## config.mk

```make
export PLATFORM = sky130hd
export DESIGN_NAME = eth_tx_interface
export DESIGN_NICKNAME = d
export VERILOG_FILES = /design/src/rtl/eth_tx_interface.sv
export SDC_FILE = /design/constraint.sdc
export NUM_CORES = 1
export LEC_CHECK = 0
export CORE_ASPECT_RATIO = 0.6
export CORE_MARGIN = 1
export CORE_UTILIZATION = 29
export CTS_CLUSTER_DIAMETER = 60
export DETAILED_ROUTE_END_ITERATION = 12
export GPL_ROUTABILITY_DRIVEN = 1
export PLACE_DENSITY = 0.52
export SYNTH_ARGS = -nofsm -noshare
export SYNTH_HDL_FRONTEND = slang
export SYNTH_SLANG_ARGS = --single-unit
```

## constraint.sdc

```tcl
create_clock -name i_clk -period 3.1 [get_ports i_clk]
set_clock_uncertainty 0.05 [all_clocks]
set_input_delay 0.31 -clock i_clk [delete_from_list [all_inputs] [get_ports i_clk]]
set_output_delay 0.31 -clock i_clk [all_outputs]
set_load 0.02 [all_outputs]
```

## src/rtl/eth_tx_interface.sv

```systemverilog
// eth_tx_interface
//   Transmit-side 64b/66b block builder. Takes a byte stream from the MAC
//   framer and emits 66-bit blocks to the scrambler/gearbox as two 32-bit
//   words per block. The 2-bit sync header is presented with the first word.
//
// Ports
//   i_clk, i_rst_n          clock, asynchronous active-low reset
//   i_eths_slave_data       input beat, byte 0 (first on wire) in [7:0]
//   i_eths_slave_keep       valid bytes minus 1 on the last beat
//   i_eths_slave_valid      beat valid
//   i_eths_slave_last       final beat of frame
//   i_eths_slave_abort      frame abort, sampled with valid
//   o_eths_slave_ready      beat accepted when valid && ready
//   o_data                  PCS word, first wire byte in [31:24]
//   o_data_valid            o_data holds a new word
//   o_header                sync header (01 data, 10 control)
//   o_header_valid          high on the first word of each block
//   i_tx_ready              gearbox accepts a word this cycle
//   o_underrun              one-cycle pulse when a frame is truncated
`timescale 1ns/1ps
module eth_tx_interface #(
  parameter int unsigned DATAPATH_WIDTH = 32,
  parameter int unsigned IPG_BLOCKS     = 1
) (
  input  logic                      i_clk,
  input  logic                      i_rst_n,
  input  logic [DATAPATH_WIDTH-1:0] i_eths_slave_data,
  input  logic [1:0]                i_eths_slave_keep,
  input  logic                      i_eths_slave_valid,
  input  logic                      i_eths_slave_last,
  input  logic                      i_eths_slave_abort,
  output logic                      o_eths_slave_ready,
  output logic [DATAPATH_WIDTH-1:0] o_data,
  output logic                      o_data_valid,
  output logic [1:0]                o_header,
  output logic                      o_header_valid,
  input  logic                      i_tx_ready,
  output logic                      o_underrun
);

  if (DATAPATH_WIDTH != 32) begin : g_bad_width
    $error("eth_tx_interface: only DATAPATH_WIDTH=32 is supported");
  end
  if (IPG_BLOCKS < 1 || IPG_BLOCKS > 15) begin : g_bad_ipg
    $error("eth_tx_interface: IPG_BLOCKS must be in 1..15");
  end

  localparam logic [1:0]  HDR_DATA  = 2'b01;
  localparam logic [1:0]  HDR_CTRL  = 2'b10;
  localparam logic [63:0] BLK_IDLE  = 64'h78000000_00000000;
  localparam logic [63:0] BLK_START = 64'h1E555555_555555D5;
  localparam logic [63:0] BLK_ERROR = 64'h783C78F1_E3C78F1E;
  localparam logic [3:0]  IPG_LOAD  = 4'(IPG_BLOCKS - 1);

  typedef struct packed {
    logic [31:0] data;
    logic [1:0]  keep;
    logic        last;
    logic        abort;
  } beat_t;

  typedef enum logic [1:0] {S_IDLE, S_DATA, S_TERM0, S_IPG} state_t;

  state_t      state_q, state_n;
  logic [3:0]  ipg_q, ipg_n;
  logic        half_q, run_q, drop_q, drop_n;
  beat_t       buf0_q, buf1_q, buf0_n, buf1_n, beat_in;
  logic [1:0]  cnt_q, cnt_n, cnt_after, pop;
  logic [31:0] w1_q;
  logic [63:0] blk, term_blk, b64;
  logic [1:0]  blk_hdr;
  logic        flush, underrun, use_term, has_last, abort_any;
  logic        drop_now, accept, push;
  logic [2:0]  term_k;

  function automatic logic [31:0] swap32(input logic [31:0] d);
    return {d[7:0], d[15:8], d[23:16], d[31:24]};
  endfunction

  function automatic logic [7:0] term_type(input logic [2:0] k);
    case (k)
      3'd0:    return 8'hE1;
      3'd1:    return 8'h99;
      3'd2:    return 8'h55;
      3'd3:    return 8'h2D;
      3'd4:    return 8'h33;
      3'd5:    return 8'h4B;
      3'd6:    return 8'h87;
      default: return 8'hFF;
    endcase
  endfunction

  assign b64       = {swap32(buf0_q.data), swap32(buf1_q.data)};
  assign has_last  = (cnt_q != 2'd0 && buf0_q.last) || (cnt_q == 2'd2 && buf1_q.last);
  assign abort_any = (cnt_q != 2'd0 && buf0_q.abort) || (cnt_q == 2'd2 && buf1_q.abort);

  // Block decision: only at the start of a block (half 0) with the gearbox ready.
  always_comb begin : decide_proc
    state_n  = state_q;
    ipg_n    = ipg_q;
    blk_hdr  = HDR_CTRL;
    blk      = BLK_IDLE;
    pop      = 2'd0;
    flush    = 1'b0;
    underrun = 1'b0;
    use_term = 1'b0;
    term_k   = 3'd0;
    if (i_tx_ready && !half_q) begin
      case (state_q)
        S_IDLE: begin
          if (cnt_q != 2'd0) begin
            blk     = BLK_START;
            state_n = S_DATA;
          end
        end
        S_DATA: begin
          if (abort_any) begin
            blk     = BLK_ERROR;
            flush   = 1'b1;
            state_n = S_IPG;
            ipg_n   = IPG_LOAD;
          end else if (cnt_q != 2'd0 && buf0_q.last) begin
            use_term = 1'b1;
            term_k   = 3'(buf0_q.keep) + 3'd1;
            pop      = 2'd1;
            state_n  = S_IPG;
            ipg_n    = IPG_LOAD;
          end else if (cnt_q == 2'd2) begin
            pop = 2'd2;
            if (buf1_q.last && buf1_q.keep != 2'd3) begin
              use_term = 1'b1;
              term_k   = 3'd5 + 3'(buf1_q.keep);
              state_n  = S_IPG;
              ipg_n    = IPG_LOAD;
            end else begin
              // A full 8-byte tail still needs a TERM_0 block after it.
              blk_hdr = HDR_DATA;
              blk     = b64;
              state_n = buf1_q.last ? S_TERM0 : S_DATA;
            end
          end else begin
            blk      = BLK_ERROR;
            flush    = 1'b1;
            underrun = 1'b1;
            state_n  = S_IPG;
            ipg_n    = IPG_LOAD;
          end
        end
        S_TERM0: begin
          use_term = 1'b1;
          state_n  = S_IPG;
          ipg_n    = IPG_LOAD;
        end
        default: begin
          if (ipg_q == 4'd0) state_n = S_IDLE;
          else               ipg_n   = ipg_q - 4'd1;
        end
      endcase
    end
    term_blk         = '0;
    term_blk[63:56]  = term_type(term_k);
    for (int unsigned i = 0; i < 7; i++) begin
      if (i < 32'(term_k)) term_blk[55-8*i -: 8] = b64[63-8*i -: 8];
    end
    if (use_term) blk = term_blk;
  end

  // The buffer only ever holds one frame, so a last beat is always at its tail.
  // When an error hits before the frame's last beat has arrived, the rest of
  // the frame is swallowed on input (drop) rather than buffered.
  always_comb begin : buffer_proc
    cnt_after          = flush ? 2'd0 : cnt_q - pop;
    drop_now           = drop_q || (flush && !has_last);
    o_eths_slave_ready = run_q && (drop_now ||
                         (cnt_after != 2'd2 && !(cnt_after != 2'd0 && has_last)));
    accept             = i_eths_slave_valid && o_eths_slave_ready;
    push               = accept && !drop_now;
    drop_n             = drop_now && !(accept && i_eths_slave_last);
    beat_in            = '{data: i_eths_slave_data, keep: i_eths_slave_keep,
                           last: i_eths_slave_last, abort: i_eths_slave_abort};
    buf0_n             = (pop == 2'd1) ? buf1_q : buf0_q;
    buf1_n             = buf1_q;
    if (push) begin
      if (cnt_after == 2'd0) buf0_n = beat_in;
      else                   buf1_n = beat_in;
    end
    cnt_n = cnt_after + {1'b0, push};
  end

  always_ff @(posedge i_clk or negedge i_rst_n) begin : state_reg
    if (!i_rst_n) begin
      state_q <= S_IDLE;
      ipg_q   <= '0;
    end else begin
      state_q <= state_n;
      ipg_q   <= ipg_n;
    end
  end

  always_ff @(posedge i_clk or negedge i_rst_n) begin : data_reg
    if (!i_rst_n) begin
      run_q          <= 1'b0;
      half_q         <= 1'b0;
      drop_q         <= 1'b0;
      cnt_q          <= '0;
      buf0_q         <= '0;
      buf1_q         <= '0;
      w1_q           <= '0;
      o_data         <= '0;
      o_data_valid   <= 1'b0;
      o_header       <= HDR_CTRL;
      o_header_valid <= 1'b0;
      o_underrun     <= 1'b0;
    end else begin
      run_q      <= 1'b1;
      drop_q     <= drop_n;
      cnt_q      <= cnt_n;
      buf0_q     <= buf0_n;
      buf1_q     <= buf1_n;
      o_underrun <= underrun;
      if (i_tx_ready) begin
        o_data_valid <= 1'b1;
        half_q       <= ~half_q;
        if (!half_q) begin
          o_data         <= blk[63:32];
          w1_q           <= blk[31:0];
          o_header       <= blk_hdr;
          o_header_valid <= 1'b1;
        end else begin
          o_data         <= w1_q;
          o_header_valid <= 1'b0;
        end
      end else begin
        o_data_valid   <= 1'b0;
        o_header_valid <= 1'b0;
      end
    end
  end

endmodule

```

# After elaboration in Yosys (flattened, before gate mapping)
# Cells that the tools add are included.
# totals
register_bits	152
out_inout_bits	38
wordCells	153
# classes
add_sub_neg	5
magnitude_cmp	7
n_eq_ne	15
mux	69
bitwise_logic	3
reduce_logical	34
# op_table
operator	count
two-way mux 64 bit	6
case mux 64 bit (2 select lines)	1
two-way mux 36 bit	3
two-way mux 63 bit	1
two-way mux 8 bit	7
case mux 8 bit (7 select lines)	1
two-way mux 2 bit	19
two-way mux 32 bit	1
two-way mux 4 bit	5
two-way mux 3 bit	6
two-way mux 1 bit	16
logical AND 1 bit	14
case mux 4 bit (3 select lines)	1
== test 3 bit (second input constant)	3
less-than comparator 3 bit (first input constant)	3
== test 3 x 2 -> 1 bit (second input constant)	2
less-than comparator 1 x 3 -> 1 bit (first input constant)	2
less-than comparator 2 x 3 -> 1 bit (first input constant)	2
!= test 2 bit (second input constant)	3
case mux 2 bit (3 select lines)	1
zero test 1 bit	5
!= test 5 bit (second input constant)	1
== test 2 x 1 -> 1 bit (second input constant)	2
== test 2 bit (second input constant)	2
other kinds (18)	26

# Logic depth before layout (Yosys ltp)
# logic_depth
ltp_word	18
mapped_depth	14
ltp_nobuf	12

# Worst setup path after synthesis
# No wires, ideal clock.
# synth_path
path_type	reg2reg
startpoint	register state_q[1]
endpoint	register buf1_q (netlist bit b64[0])
t_arrival_ns	3.089
required_ns	2.925
setup_slack_ns	-0.163
stages_incl_launch_ff	12
n_path_buf	3
period_less_slack_ns	3.263
path_cell_list	dfrtp_1 > inv_1 > ha_1 > and3b_1 > nand3_1 > buf_2 > clkinv_1 > clkbuf_1 > ha_1 > nor4_4 > buf_4 > mux2_2
# synth_via
elab_chain_len	14
# synth_lines
item	line_no	text
start: declaration	64	state_t state_q, state_n;
start signal: assignment	195	state_q <= state_n;
== test 2 x 1 -> 1 bit (*)	109	case (state_q)
two-way mux 2 bit	109	
two-way mux 2 bit	108	if (i_tx_ready && !half_q) begin
subtractor 2 bit	172	cnt_after = flush ? 2'd0 : cnt_q - pop;
two-way mux 2 bit	172	
nonzero test 2 bit	175	(cnt_after != 2'd2 && !(cnt_after != 2'd0 && has_last)));
logical AND 1 bit	175	
zero test 1 bit	175	
logical AND 1 bit	175	
logical OR 1 bit	174	o_eths_slave_ready = run_q && (drop_now ||
logical AND 1 bit	174	
logical AND 1 bit	176	accept = i_eths_slave_valid && o_eths_slave_ready;
logical AND 1 bit	177	push = accept && !drop_now;
AND reduction 2 bit (no line) (*)	--	
end signal: assignment	219	buf1_q <= buf1_n;
end: declaration	67	beat_t buf0_q, buf1_q, buf0_n, buf1_n, beat_in;
# Mark *: on every way between the ends. The rest lies on a longest branch, timed or not.
# A chain may end at the register's enable or synchronous reset.

# Worst setup path in the final report
# layout_path
startpoint	register buf1_q[3] in the netlist's numbering
endpoint	register w1_q[15]
# layout_via
elab_chain_len	11
# layout_lines
item	line_no	text
branches (longest 10 deep; another with adder 3 x 2 -> 3 bit)	--	
two-way mux 64 bit (*)	165	if (use_term) blk = term_blk;
end signal: assignment	226	w1_q <= blk[31:0];
end: declaration	69	logic [31:0] w1_q;
# Every way passes the cells marked *.

==> key figures <==
Placement
  – GPL Wtd Cong: between 0.9 and 1
  – Pre-CTS setup slack: between 200 and 300 ps
  – Post-DP Area: around 0.0093 mm²
  – Port Buffers: between 70 and 80
  – Dpl cells: roughly 1,300
  – Final HPWL DP: between 20,000 and 25,000 µm

Power and ir drop
  – Pwr/cell area: about 1100 mW/mm²
  – Max IR drop VDD: between 0.0005 and 0.0006 V
  – Leakage: approximately 4.2 nW
  – Total Power: 10.5 mW

Floorplan
  – Starting Density: 29.8%
  – # IOs: 78
  – Total die area: 0.0280 mm²
  – Die Y: ~130 µm
  – Width of the die: between 200 and 250 µm
  – Area of the core: ~0.027 mm²
  – Placement row count: 46

Logic synthesis
  – Register area share after synthesis: approximately 48%
  – Synth cell count leaders: dfrtp_1 (151), nor2_1 (103), nand2_1 (87)
  – Synth Warn #: 0
  – Cell area after synthesis: between 0.007 and 0.008 mm²
  – Syn Inst Count: between 800 and 900
  – Syn_nets: around 900
  – Synth top area share: 47.6%
  – Mean Syn Cell Area: 9.40 µm²
  – Most common cell in the netlist: dfrtp_1
  – Ys flop type: dfrtp_1
  – Number of synthesized register bits: roughly 150
  – Post-synth EDFFs: 0
  – Post-synthesis cell type count: 67
  – Largest area contributor in the netlist: dfrtp_1
  – Most area-consuming cells after synthesis: dfrtp_1 (48%), a21oi_1 (4.9%), nor2_1 (4.9%), o21ai_0 (4.6%), nand2_1 (4.1%)
  – Ys async rst share: between 90% and 100%

Route
  – DRT Wirelength: between 20,000 and 30,000 µm
  – TritonRoute pass-1 iters: 9
  – DR vias: just over 7,000
  – Routed Antenna Nets: 0
  – Initial drt markers: 970
  – Vias per cell: 5.44
  – DRC violations left: 0
  – WL per Instance: 21.7 µm

GRT
  – Largest net degree at the start of global routing: 73
  – Vias in the first global route: ~6,600
  – Initial antenna violation count: 1
  – GRT Util Overall: 20.8%
  – Gr ovfl total: 0
  – First-pass GRT wire length: between 40,000 and 50,000 µm

Setup path
  – WS Path Type: reg -> reg
  – Crit path capture type: register
  – Critical Path, Cell by Cell: ha_1 -> or3b_1 -> o21ai_0 -> and3_1 -> buf_4 -> ha_1 -> inv_1 -> nor2_1 -> a221o_1
  – Crit path top cell by count: ha_1
  – CP Max Fanout: 6
  – WP data arrival: about 3200 ps
  – Crit path required time: between 3000 and 4000 ps
  – Slowest CP cell: nor2_1
  – Worst Setup Start Kind: register
  – Crit path largest cell delay: 510 ps

Cells and area
  – Share of layout cells above drive strength 1: approximately 14%
  – # fillers: roughly 2,700
  – Layout area overhead: 24.9%
  – Final Instance Area: 0.00991 mm²
  – Finished Layout Cells: roughly 1,300
  – Post-layout util: between 30% and 40%
  – Fin nets: 984

Clock network
  – Clock Pin Slew Worst Setup and Hold Paths: 70 ps
  – Clock Sinks: 152
  – Post-CTS setup buffers: 0
  – Worst-case clock buffer depth: 2
  – CTS buffer count: 17
  – CTS HTree Levels: 4
  – Worst-skew pair later-pin latency: about 450 ps
  – Root buffer cell: clkbuf_16
  – CTS tree: built

STA
  – Unrepaired setup endpoints after global routing: no
  – Fin crit share: 91.2%
  – Final hold violation count: 0
  – Slew @ Worst Pin: around 1000 ps
  – Final min period: between 2000 and 3000 ps
  – Final setup viols: 0
  – Total Neg Setup Slack: 0 ps
  – Fmax: 354 MHz
  – Final Slew Violations: 0
  – Worst hold margin: around 310 ps
  – Final setup margin: about 270 ps
  – Max-slew headroom: 32.2%

Run
  – Max-cap viol count: 0

Run status
  – Run status: finished clean

Min path
  – HP Class: in -> reg
## cell families after synthesis
logic type               after synthesis  synth area share [%]
multiplexers                          57                  7.79
other                                  1                0.0473
AO/OA/AOI/OAI                        280                  22.2
XOR/XNOR                               5                 0.552
adder cells (fa/ha/maj)               14                  2.21
flip-flops                           152                  48.0
buffers and inverters                 82                  4.35
AND/OR/NAND/NOR                      253                  14.9
## per-layer routing
layer	vias up	GRT usage, %	routed length (µm)
li1	3224	-	-
met1	3486	34.6	14900
met2	362	23.9	9950
met3	16	7.09	3260
met4	0	3.96	193
met5	-	0	0
## layout by cell type, fill, tap and decap left out, types with 5 or more instances in the layout
master           instances
ha_1                    13
buf_4                   42
dfrtp_1                150
a22oi_1                  5
a221oi_1                11
o21ai_0                 73
mux2_2                  24
o22ai_1                  6
mux2i_1                 19
o31ai_1                  6
nand3_1                  6
a21boi_0                 7
inv_1                   22
a31oi_1                 35
nor2_1                 103
nor3_1                   5
nor2b_1                  7
a21oi_1                 78
mux2_1                  14
nand2_1                 87
a211oi_1                 7
clkdlybuf4s50_1         74
clkbuf_16               17
nand3b_1                21
a221o_1                  6
clkinvlp_4               5
a222oi_1                 7
nand2b_1                 5
## critical path: cells and delay by family (launching register included)
| kind | cells | cell delay [ps] |
|---|---|---|
| AND/OR/NAND/NOR | 3 | 1160 |
| adder cells (fa/ha/maj) | 2 | 470 |
| AO/OA/AOI/OAI | 2 | 430 |
| flip-flops | 1 | 410 |
| buffers and inverters | 2 | 230 |
## path summary, 6_finish.rpt
| path | startpoint | to | slack, ps | depth (start not counted) |
|---|---|---|---|---|
| max | buf1_q[3] | w1_q[15] | 270 | 9 |
| max in group asynchronous | i_rst_n | o_data[12] | 1860 | 3 |
| min in group asynchronous | i_rst_n | o_header_valid | 390 | 2 |
| min reg2reg | w1_q[26] | w1_q[26] | 430 | 2 |
| min | i_tx_ready | o_header_valid | 310 | 4 |
| max reg2reg | buf1_q[3] | w1_q[15] | 270 | 9 |
## cell type report
| cell class | count | area, µm² | share of cell area (%) |
|---|---|---|---|
| well taps | 360 | 450 | 4.54 |
| diodes | 1 | 2.50 | 0.0252 |
| flip-flops and latches | 152 | 3810 | 38.4 |
| clock inverters | 13 | 146 | 1.48 |
| clock buffers | 19 | 443 | 4.47 |
| inverters | 26 | 97.6 | 0.985 |
| multi-input cells | 610 | 3820 | 38.5 |
| repair buffers | 123 | 1150 | 11.6 |
## power breakdown
part           switching, mW  internal [mW]  total, mW
sequential              1.13           2.88       4.01
clock                  0.907           1.21       2.12
combinational           2.49           1.84       4.32
## state kept, by name, indices dropped and copies added (netlist names)
| name | flops |
|---|---|
| o_data_valid | 1 |
| o_header_valid | 1 |
| b64 | 64 |
| drop_q | 1 |
| ipg_q | 4 |
| buf1_q | 4 |
| half_q | 1 |
| state_q | 2 |
| w1_q | 32 |
| o_underrun | 1 |
| o_header | 2 |
| cnt_q | 2 |
| buf0_q | 4 |
| run_q | 1 |
| o_data | 32 |
## what timing repair did
action                                 4_1_cts  5_1_grt
pin swaps                                    0        0
gates resized for setup                      2        4
hold buffers                                 1        0
setup endpoints to repair                    1        4
endpoints found under the hold margin       60        0
gates cloned                                 0        0
No activity file was read; power rests on OpenSTA's default activity.
